--- src/rtl/prime_sieve_ctrl_if.sv ---
// Bundled candidate, divider and verdict streams of prime_sieve_ctrl.
// The slave modport is the controller's view; master is the environment's view.
interface prime_sieve_ctrl_if;
    logic        s_axis_cand_tvalid;
    logic [15:0] s_axis_cand_tdata;
    logic        s_axis_cand_tready;

    logic        m_axis_dividend_tvalid;
    logic [15:0] m_axis_dividend_tdata;
    logic        m_axis_divisor_tvalid;
    logic [7:0]  m_axis_divisor_tdata;

    logic        s_axis_dout_tvalid;
    logic [23:0] s_axis_dout_tdata;

    logic        res_valid;
    logic        res_ready;
    logic        res_prime;
    logic [15:0] res_candidate;
    logic [7:0]  res_factor;

    modport slave (
        input  s_axis_cand_tvalid, s_axis_cand_tdata,
        output s_axis_cand_tready,
        output m_axis_dividend_tvalid, m_axis_dividend_tdata,
        output m_axis_divisor_tvalid, m_axis_divisor_tdata,
        input  s_axis_dout_tvalid, s_axis_dout_tdata,
        output res_valid, res_prime, res_candidate, res_factor,
        input  res_ready
    );

    modport master (
        output s_axis_cand_tvalid, s_axis_cand_tdata,
        input  s_axis_cand_tready,
        input  m_axis_dividend_tvalid, m_axis_dividend_tdata,
        input  m_axis_divisor_tvalid, m_axis_divisor_tdata,
        output s_axis_dout_tvalid, s_axis_dout_tdata,
        input  res_valid, res_prime, res_candidate, res_factor,
        output res_ready
    );
endinterface

--- src/rtl/prime_sieve_ctrl.sv ---
// Trial-division primality controller driving an external pipelined divider.
// Optional macro SIEVE_EARLY_ABORT_EN stops issuing divisors on the first factor found.
module prime_sieve_ctrl #(
    parameter int MAX_DIVISOR = 255
) (
    input  logic               aclk,
    input  logic               aresetn,
    prime_sieve_ctrl_if.slave  bus
);

    typedef enum logic [1:0] {IDLE, ISSUE, DRAIN, REPORT} state_t;

    localparam logic [7:0] LAST_DIV = 8'(MAX_DIVISOR);

    state_t      state, state_nxt;
    logic [15:0] cand;
    logic [7:0]  divisor;
    logic [7:0]  factor;
    logic [8:0]  issued;
    logic [8:0]  received;
    logic        composite;

    logic        cand_fire;
    logic        dout_take;
    logic        hit;
    logic        last_issue;
    logic [15:0] quot;
    logic [7:0]  rem;

    assign cand_fire  = bus.s_axis_cand_tvalid && (state == IDLE);
    assign dout_take  = bus.s_axis_dout_tvalid && ((state == ISSUE) || (state == DRAIN));
    assign quot       = bus.s_axis_dout_tdata[23:8];
    assign rem        = bus.s_axis_dout_tdata[7:0];
    // A quotient of 1 means the divisor is the candidate itself, not a proper factor.
    assign hit        = dout_take && (rem == 8'd0) && (quot != 16'd1);
    assign last_issue = (divisor == LAST_DIV);

    always_ff @(posedge aclk or negedge aresetn) begin
        if (!aresetn) state <= IDLE;
        else          state <= state_nxt;
    end

    always_comb begin
        state_nxt = state;
        case (state)
            IDLE: begin
                if (cand_fire)
                    state_nxt = (bus.s_axis_cand_tdata >= 16'd2) ? ISSUE : REPORT;
            end
            ISSUE: begin
                if (last_issue) state_nxt = DRAIN;
`ifdef SIEVE_EARLY_ABORT_EN
                if (hit) state_nxt = DRAIN;
`endif
            end
            DRAIN: begin
                if (received == issued) state_nxt = REPORT;
            end
            REPORT: begin
                if (bus.res_ready) state_nxt = IDLE;
            end
            default: state_nxt = IDLE;
        endcase
    end

    always_ff @(posedge aclk or negedge aresetn) begin
        if (!aresetn) begin
            cand      <= '0;
            divisor   <= '0;
            factor    <= '0;
            issued    <= '0;
            received  <= '0;
            composite <= 1'b0;
        end else begin
            if (cand_fire) begin
                cand      <= bus.s_axis_cand_tdata;
                divisor   <= 8'd2;
                factor    <= '0;
                issued    <= '0;
                received  <= '0;
                composite <= 1'b0;
            end
            if (state == ISSUE) begin
                issued <= issued + 9'd1;
                if (!last_issue) divisor <= divisor + 8'd1;
            end
            // Divider returns results in issue order, so the k-th result is divisor 2+k.
            if (dout_take) begin
                received <= received + 9'd1;
                if (hit && !composite) begin
                    composite <= 1'b1;
                    factor    <= received[7:0] + 8'd2;
                end
            end
        end
    end

    assign bus.s_axis_cand_tready     = (state == IDLE);
    assign bus.m_axis_dividend_tvalid = (state == ISSUE);
    assign bus.m_axis_dividend_tdata  = cand;
    assign bus.m_axis_divisor_tvalid  = (state == ISSUE);
    assign bus.m_axis_divisor_tdata   = divisor;
    assign bus.res_valid              = (state == REPORT);
    assign bus.res_prime              = (state == REPORT) && (cand >= 16'd2) && !composite;
    assign bus.res_candidate          = cand;
    assign bus.res_factor             = factor;

endmodule

--- src/flat_wrapper.sv ---
// flat-port wrapper written by rule: the top's interface ports become plain ports
module prime_sieve_ctrl_flat 
#(
    parameter int MAX_DIVISOR = 255
)
  (aclk, aresetn, bus_s_axis_cand_tvalid, bus_s_axis_cand_tdata, bus_s_axis_cand_tready, bus_m_axis_dividend_tvalid, bus_m_axis_dividend_tdata, bus_m_axis_divisor_tvalid, bus_m_axis_divisor_tdata, bus_s_axis_dout_tvalid, bus_s_axis_dout_tdata, bus_res_valid, bus_res_prime, bus_res_candidate, bus_res_factor, bus_res_ready);
  prime_sieve_ctrl_if bus_i ();
  input  logic aclk;
  input  logic aresetn;
  input wire logic [$bits(bus_i.s_axis_cand_tvalid)-1:0] bus_s_axis_cand_tvalid;
  input wire logic [$bits(bus_i.s_axis_cand_tdata)-1:0] bus_s_axis_cand_tdata;
  output wire logic [$bits(bus_i.s_axis_cand_tready)-1:0] bus_s_axis_cand_tready;
  output wire logic [$bits(bus_i.m_axis_dividend_tvalid)-1:0] bus_m_axis_dividend_tvalid;
  output wire logic [$bits(bus_i.m_axis_dividend_tdata)-1:0] bus_m_axis_dividend_tdata;
  output wire logic [$bits(bus_i.m_axis_divisor_tvalid)-1:0] bus_m_axis_divisor_tvalid;
  output wire logic [$bits(bus_i.m_axis_divisor_tdata)-1:0] bus_m_axis_divisor_tdata;
  input wire logic [$bits(bus_i.s_axis_dout_tvalid)-1:0] bus_s_axis_dout_tvalid;
  input wire logic [$bits(bus_i.s_axis_dout_tdata)-1:0] bus_s_axis_dout_tdata;
  output wire logic [$bits(bus_i.res_valid)-1:0] bus_res_valid;
  output wire logic [$bits(bus_i.res_prime)-1:0] bus_res_prime;
  output wire logic [$bits(bus_i.res_candidate)-1:0] bus_res_candidate;
  output wire logic [$bits(bus_i.res_factor)-1:0] bus_res_factor;
  input wire logic [$bits(bus_i.res_ready)-1:0] bus_res_ready;
  assign bus_i.s_axis_cand_tvalid = bus_s_axis_cand_tvalid;
  assign bus_i.s_axis_cand_tdata = bus_s_axis_cand_tdata;
  assign bus_s_axis_cand_tready = bus_i.s_axis_cand_tready;
  assign bus_m_axis_dividend_tvalid = bus_i.m_axis_dividend_tvalid;
  assign bus_m_axis_dividend_tdata = bus_i.m_axis_dividend_tdata;
  assign bus_m_axis_divisor_tvalid = bus_i.m_axis_divisor_tvalid;
  assign bus_m_axis_divisor_tdata = bus_i.m_axis_divisor_tdata;
  assign bus_i.s_axis_dout_tvalid = bus_s_axis_dout_tvalid;
  assign bus_i.s_axis_dout_tdata = bus_s_axis_dout_tdata;
  assign bus_res_valid = bus_i.res_valid;
  assign bus_res_prime = bus_i.res_prime;
  assign bus_res_candidate = bus_i.res_candidate;
  assign bus_res_factor = bus_i.res_factor;
  assign bus_i.res_ready = bus_res_ready;
  prime_sieve_ctrl #(.MAX_DIVISOR(MAX_DIVISOR)) u_core (.aclk(aclk), .aresetn(aresetn), .bus(bus_i));
endmodule
--- config.mk ---
export PLATFORM = sky130hd
export DESIGN_NAME = prime_sieve_ctrl_flat
export DESIGN_NICKNAME = d
export VERILOG_FILES = /design/src/rtl/prime_sieve_ctrl_if.sv /design/src/rtl/prime_sieve_ctrl.sv /design/src/flat_wrapper.sv
export SDC_FILE = /design/constraint.sdc
export NUM_CORES = 1
export LEC_CHECK = 0
export ABC_AREA = 0
export BUFFER_PORTS_ARGS = -buffer_cell sky130_fd_sc_hd__clkbuf_2
export CAP_MARGIN = 15
export CORE_ASPECT_RATIO = 0.9
export CORE_MARGIN = 5
export CORE_UTILIZATION = 54
export CTS_BUF_LIST = sky130_fd_sc_hd__clkbuf_4 sky130_fd_sc_hd__clkbuf_8 sky130_fd_sc_hd__clkbuf_16
export CTS_CLUSTER_SIZE = 30
export DETAILED_ROUTE_END_ITERATION = 7
export PLACE_DENSITY = 0.9
export SETUP_SLACK_MARGIN = 0.3
export SLEW_MARGIN = 20
export SYNTH_ARGS = -nofsm -noshare
export SYNTH_HDL_FRONTEND = slang
export SYNTH_SLANG_ARGS = --single-unit
--- constraint.sdc ---
create_clock -name aclk -period 3.1 [get_ports aclk]
set_input_delay 0.155 -clock aclk [delete_from_list [all_inputs] [get_ports aclk]]
set_output_delay 0.155 -clock aclk [all_outputs]
set_load 0.05 [all_outputs]
# Word level (Yosys, flattened, before mapping)

Cells that the tools add are included.

Register bits: 53
Logic and storage cells: 55

Reductions and logical operators: 14
Eq/ne operators: 10
Order comparisons: 2
$add $sub $neg: 4
Mux-type cells: 18

Operator list:

| kind                | count |
|---|---|
| $mux 8              | 6 |
| $ge 16x2->1 const B | 2 |
| $mux 9              | 3 |
| $add 9x1->9 const B | 2 |
| $ne 16x1->1 const B | 1 |
| $mux 2              | 5 |
| $eq 9x9->1          | 1 |
| $add 8x1->8 const B | 1 |
| $add 8x2->8 const B | 1 |
| $eq 8x8->1 const B  | 1 |
| $logic_not 8->1     | 1 |
| $pmux 2 s4          | 1 |
| $logic_and 1x1->1   | 7 |
| $ne 2x1->1 const B  | 3 |
| $eq 2x2->1 const B  | 2 |
| $reduce_and 4->1    | 1 |
| $reduce_bool 2->1   | 2 |
| $mux 1              | 3 |
| $eq 2x1->1 const B  | 1 |
| $logic_not 2->1     | 1 |
| $ne 2x2->1 const B  | 1 |
| $logic_not 1->1     | 1 |
| $logic_or 1x1->1    | 1 |

# Logic depth before layout (Yosys ltp)

Word-level depth: 8
Mapped depth: 8

# Least setup slack after synthesis

Ideal clock, no wire load.

Kind: reg-to-output
From: register u_core.state[0]
To: output bus_res_prime
Arrival: 1.808 ns
Stages on the path, launching flop included: 4
Slack: 1.137 ns
Path through: dfrtp_1 > ha_1 > nand2b_1 > a41oi_1

Word-level cells in the longest chain between the ends: 3

Ends and longest elaborated chain:

| what                            | RTL line                | RTL |
|---|---|---|
| start: declaration              | prime_sieve_ctrl.sv:15  | `state_t state, state_nxt;` |
| start signal: assignment        | prime_sieve_ctrl.sv:40  | `else state <= state_nxt;` |
| $eq 2x2->1                      | --                      |  |
| via bus_res_valid               | flat_wrapper.sv:19      | `output wire logic [$bits(bus_i.res_valid)-1:0] bus_res_valid;` |
| $logic_and 1x1->1 (2 in series) | prime_sieve_ctrl.sv:104 | `assign bus.res_prime = (state == REPORT) && (cand >= 16'd2) && !composite;` |
| end: declaration                | flat_wrapper.sv:20      | `output wire logic [$bits(bus_i.res_prime)-1:0] bus_res_prime;` |

The timed path passes the listed nets, and every way through them passes these cells.

# Final worst setup path

From: register u_core.state[0]
To: register u_core.factor[5], in the netlist u_core.bus.res_factor[5]

Word-level cells in the longest chain between the ends: 8
Elaborated cells between the ends (all ways): 12
Classes of those cells: 2 x eq/ne; 3 x mux; 7 x reduce/logical

Ends and longest elaborated chain:

| what                                            | RTL line               | RTL |
|---|---|---|
| $eq 2x1->1 / $eq 2x2->1 (equally long branches) | prime_sieve_ctrl.sv:31 | `assign dout_take = bus.s_axis_dout_tvalid && ((state == ISSUE) \|\| (state == DRAIN));` |
| $logic_or 1x1->1                                | prime_sieve_ctrl.sv:31 |  |
| $logic_and 1x1->1                               | prime_sieve_ctrl.sv:31 |  |
| $logic_and 1x1->1 (2 in series)                 | prime_sieve_ctrl.sv:35 | `assign hit = dout_take && (rem == 8'd0) && (quot != 16'd1);` |
| $logic_and 1x1->1                               | prime_sieve_ctrl.sv:90 | `if (hit && !composite) begin` |
| $mux 8                                          | prime_sieve_ctrl.sv:90 |  |
| $mux 8 *                                        | prime_sieve_ctrl.sv:88 | `if (dout_take) begin` |
| end signal: assignment                          | prime_sieve_ctrl.sv:92 | `factor <= received[7:0] + 8'd2;` |
| end: declaration                                | prime_sieve_ctrl.sv:18 | `logic [7:0] factor;` |

Mark *: on every way between the ends. The rest lies on a longest branch, timed or not.
A chain may end at the register's enable or synchronous reset.

==> reports/summary.md <==
Setup repair after global routing left no endpoint under its margin. For the max-slew violation count, the log shows 0. After synthesis the netlist holds a flip-flop and latch count of 53. Hold-fix buffer count after cts: 1.

After detailed routing, the number of remaining DRC violations is 0. The post-layout instance area was 3330 um^2; the area growth from synthesis to layout was 17.7%. The critical path goes through inv_1 -> ha_1 -> nand2_1 -> nor3_1 -> nand4_1 -> nand3_1 -> o21ai_0. The HPWL after detailed placement is 5.55 mm. The critical path starts at u_core.state[0]. Cells fill 64.5% of the core in the end. The region available for standard cell placement spans 5160 um^2. Pin placement for this block handled 98 I/O pins. The worst register-to-register path begins at u_core.state[0].

In the layout the commonest cells are 97 x sky130_fd_sc_hd__clkbuf_2, 53 x sky130_fd_sc_hd__dfrtp_1, 36 x sky130_fd_sc_hd__o21ai_0. Once the clock tree was built, the setup fixing pass inserted 0 buffers. The post-route worst setup slack is 0.715 ns.

For the worst-skew pair, the clock arrives at the later sink with an insertion delay of 0.31 ns. After the flow finishes, the layout carries non-filler instances totaling 431. The most instantiated flip-flop cell in the synthesis netlist was sky130_fd_sc_hd__dfrtp_1. During synthesis, Yosys emitted a total of 0 warnings. The die width was 86.3 um; the proportion of layout cells with a drive suffix above 1 was 34.1%. Data on the critical path is required at its endpoint by 3.26 ns. At the pin with the least slew margin, the transition time is 0.814 ns. The all-layer global routing usage was 21.4%; the final period demand of the worst path was 2.38 ns. The run gives 0.0750 ns as the worst hold slack across all endpoints. The worst setup path is launched from a register. Entering global routing, the biggest net connects 33 pins.

The cell area that synthesis handed to floorplanning was 2830 um^2. Fill cells in the final layout number 400. Clock slew at the register clock pins of the worst setup and hold paths: 0.10 ns. The detail route stage leaves a number of antenna-violating nets equal to 0.

Synthesis handed over a netlist of 284 instances. The run gives 6790 um^2 as the floorplan die area. The flow ran to the end, and the final reports show no timing, DRC or antenna violations. The tools report the violation count after the first detailed-routing iteration as 216. VDD sags by at most 0.000236 V. The die is 78.7 um tall.

For this design the static power due to leakage is 1.65 nW. The min-delay analysis places its worst path in the category in -> reg. In the synthesized netlist the async set-or-reset flop fraction comes to 100%. Setup total negative slack on the finished layout was measured at 0 ns. A synthesized cell averages 9.96 um^2.

In this run the number of H-tree levels came out at 2. The clock passes through at most 2 buffers. The tools report the instance area at placement as 3230 um^2. The repair_antennas step left the layout with diodes totalling 0.

For the first-pass GRT wire length, the log shows 11.7 mm. Sequential cells were found to cover 46.9% of the synthesized design area. The number of synthesized flops with an enable pin is 0, and the largest stage delay on the critical path is 0.55 ns. Summing all multi-input logic gate instances after layout gives 1280 um^2. For this run, the detailed router's first-pass iteration total came to 5. The critical path in this run is classified as reg -> reg.

Leaving out fill and tap cells, the most frequent cell in the layout is sky130_fd_sc_hd__clkbuf_2. Of the available clock period, the critical path in the final layout requires 76.9%. Number of distinct library cell variants in the gate-level netlist after synthesis: 39. The via count of the first global-routing pass came out at 2495.

The logs give 0.00961 ns for the clock skew after layout and 0 for the count of final hold-check violations. The global route total overflow was 0. The run gives 0 as the number of maximum-capacitance constraint violations. The tools report the net count after synthesis as 337. In this run the tightest slew margin relative to its limit is 45.7%. Along the worst path, the maximum fanout reaches 17. Static timing analysis puts the maximum clock frequency at 0.419 GHz. The run gives 0.817 as the placer congestion estimate. The tools report the initial antenna violation count as 0.

The logs give 54.8% for the starting density of the core and 7.17 mm for the sum of routed wire length over all layers. For this run, the post-layout net count is 417. For the placed cell count, the log shows 423.

The power per standard cell area came out at 384 nW/um^2. In this run the most critical hold path is launched from bus_s_axis_cand_tdata[0]. Kind of end point of the critical path: a register.

The arrival time of data at the critical path endpoint came out at 2.55 ns. Cell type of the slowest stage on the worst timing path: sky130_fd_sc_hd__nand4_1. In this run the clock root is driven by a sky130_fd_sc_hd__clkbuf_8. Dividing the detail-routed wire length by the instance count gives 16.6 um. Overall via count from detail_route: 2518. The count of buffers inserted at the top-level ports came out at 97. Summing all flip-flop and latch instances after layout gives 1330 um^2. The clock drives 53 sinks. The tools report the final number of setup-violating endpoints as 0.

Dividing the detail-routed via count by the number of cells gives 5.84. After layout, the design draws a total of 1.28 mW. TritonCTS built the clock tree. Buffers inserted during clock tree synthesis total 5. The standard-cell row count was 25; the number of gates given a new drive strength after cts was 0.

At the placement stage, the worst setup path has a slack of 0.831 ns.
-- registers in the layout, summed over array words and instances, names as in the netlist --
| name | count |
|---|---|
| u_core.issued | 9 |
| u_core.bus.res_factor | 8 |
| u_core.bus.m_axis_dividend_tdata | 16 |
| u_core.composite | 1 |
| u_core.bus.m_axis_divisor_tdata | 8 |
| u_core.received | 9 |
| u_core.state | 2 |
-- kinds of logic (layout without fill, tap and decap cells) --
logic type / count (synthesis) / count (layout) / share of synthesized area [%]
buffers and inverters: 36 / 116 / 7.78
DFF: 53 / 53 / 46.9
adders and majority gates: 8 / 8 / 3.54
xor gates and xnor gates: 19 / 19 / 5.88
and+or+nand+nor: 88 / 88 / 15.9
AOI/OAI and AO/OA: 62 / 62 / 13.0
muxes: 18 / 18 / 7.08
-- Yosys cell counts, types with 3 or more instances --
library cell | number | area (um^2)
sky130_fd_sc_hd__dfrtp_1 | 53 | 1330
sky130_fd_sc_hd__o21ai_0 | 36 | 180
sky130_fd_sc_hd__nand2_1 | 22 | 82.6
sky130_fd_sc_hd__nand3_1 | 22 | 110
sky130_fd_sc_hd__buf_4 | 18 | 135
sky130_fd_sc_hd__mux2_2 | 16 | 180
sky130_fd_sc_hd__nor4_1 | 12 | 75.1
sky130_fd_sc_hd__xor2_1 | 12 | 105
sky130_fd_sc_hd__a21oi_1 | 9 | 45.0
sky130_fd_sc_hd__ha_1 | 8 | 100
sky130_fd_sc_hd__inv_1 | 8 | 30.0
sky130_fd_sc_hd__nor2_1 | 8 | 30.0
sky130_fd_sc_hd__xnor2_1 | 7 | 61.3
sky130_fd_sc_hd__nand4_1 | 6 | 37.5
sky130_fd_sc_hd__and3_1 | 5 | 31.3
sky130_fd_sc_hd__clkbuf_1 | 5 | 18.8
sky130_fd_sc_hd__nor3_1 | 4 | 20.0
sky130_fd_sc_hd__o31ai_1 | 4 | 30.0
sky130_fd_sc_hd__and2_1 | 3 | 18.8
-- area by class of cell --
type	count	share of cell area, %
sequential	53	39.8
multi-input combinational	195	38.5
timing repair buffer	101	15.6
tap	67	2.52
clock buffer	6	2.48
inverter	8	0.902
clock inverter	1	0.225
-- where the power goes --
part | switching [mW] | internal [mW] | total, mW
Clock | 0.220 | 0.177 | 0.397
Sequential | 0.0349 | 0.711 | 0.746
Combinational | 0.0776 | 0.0593 | 0.137
Total | 0.333 | 0.947 | 1.28
-- worst max-delay path: cells and delay by family (launching register included) --
kind | cells | cell delay [ns]
compound gates | 1 | 0.12
fa+ha+maj | 1 | 0.32
buf+inv | 1 | 0.08
flops | 1 | 0.41
simple gates | 4 | 1.30
-- path summary, 6_finish.rpt --
kind	cells past startpoint	slack, ns	end
max	7	0.72	u_core.bus.res_factor[5]
min	2	0.08	u_core.bus.m_axis_dividend_tdata[0]
max reg2reg	7	0.72	u_core.bus.res_factor[5]
min reg2reg	1	0.50	u_core.issued[8]
max in group asynchronous	3	1.83	u_core.bus.m_axis_divisor_tdata[7]
min in group asynchronous	2	0.48	u_core.bus.m_axis_divisor_tdata[0]
-- routing by layer --
metal	routed length [um]	vias up	global-route usage, %
met1	2740	1221	25.9
met4	117	0	5.14
met5	0	-	0
met3	631	16	3.78
met2	3680	118	39.2
li1	-	1163	-
No activity file was read; power rests on OpenSTA's default activity.
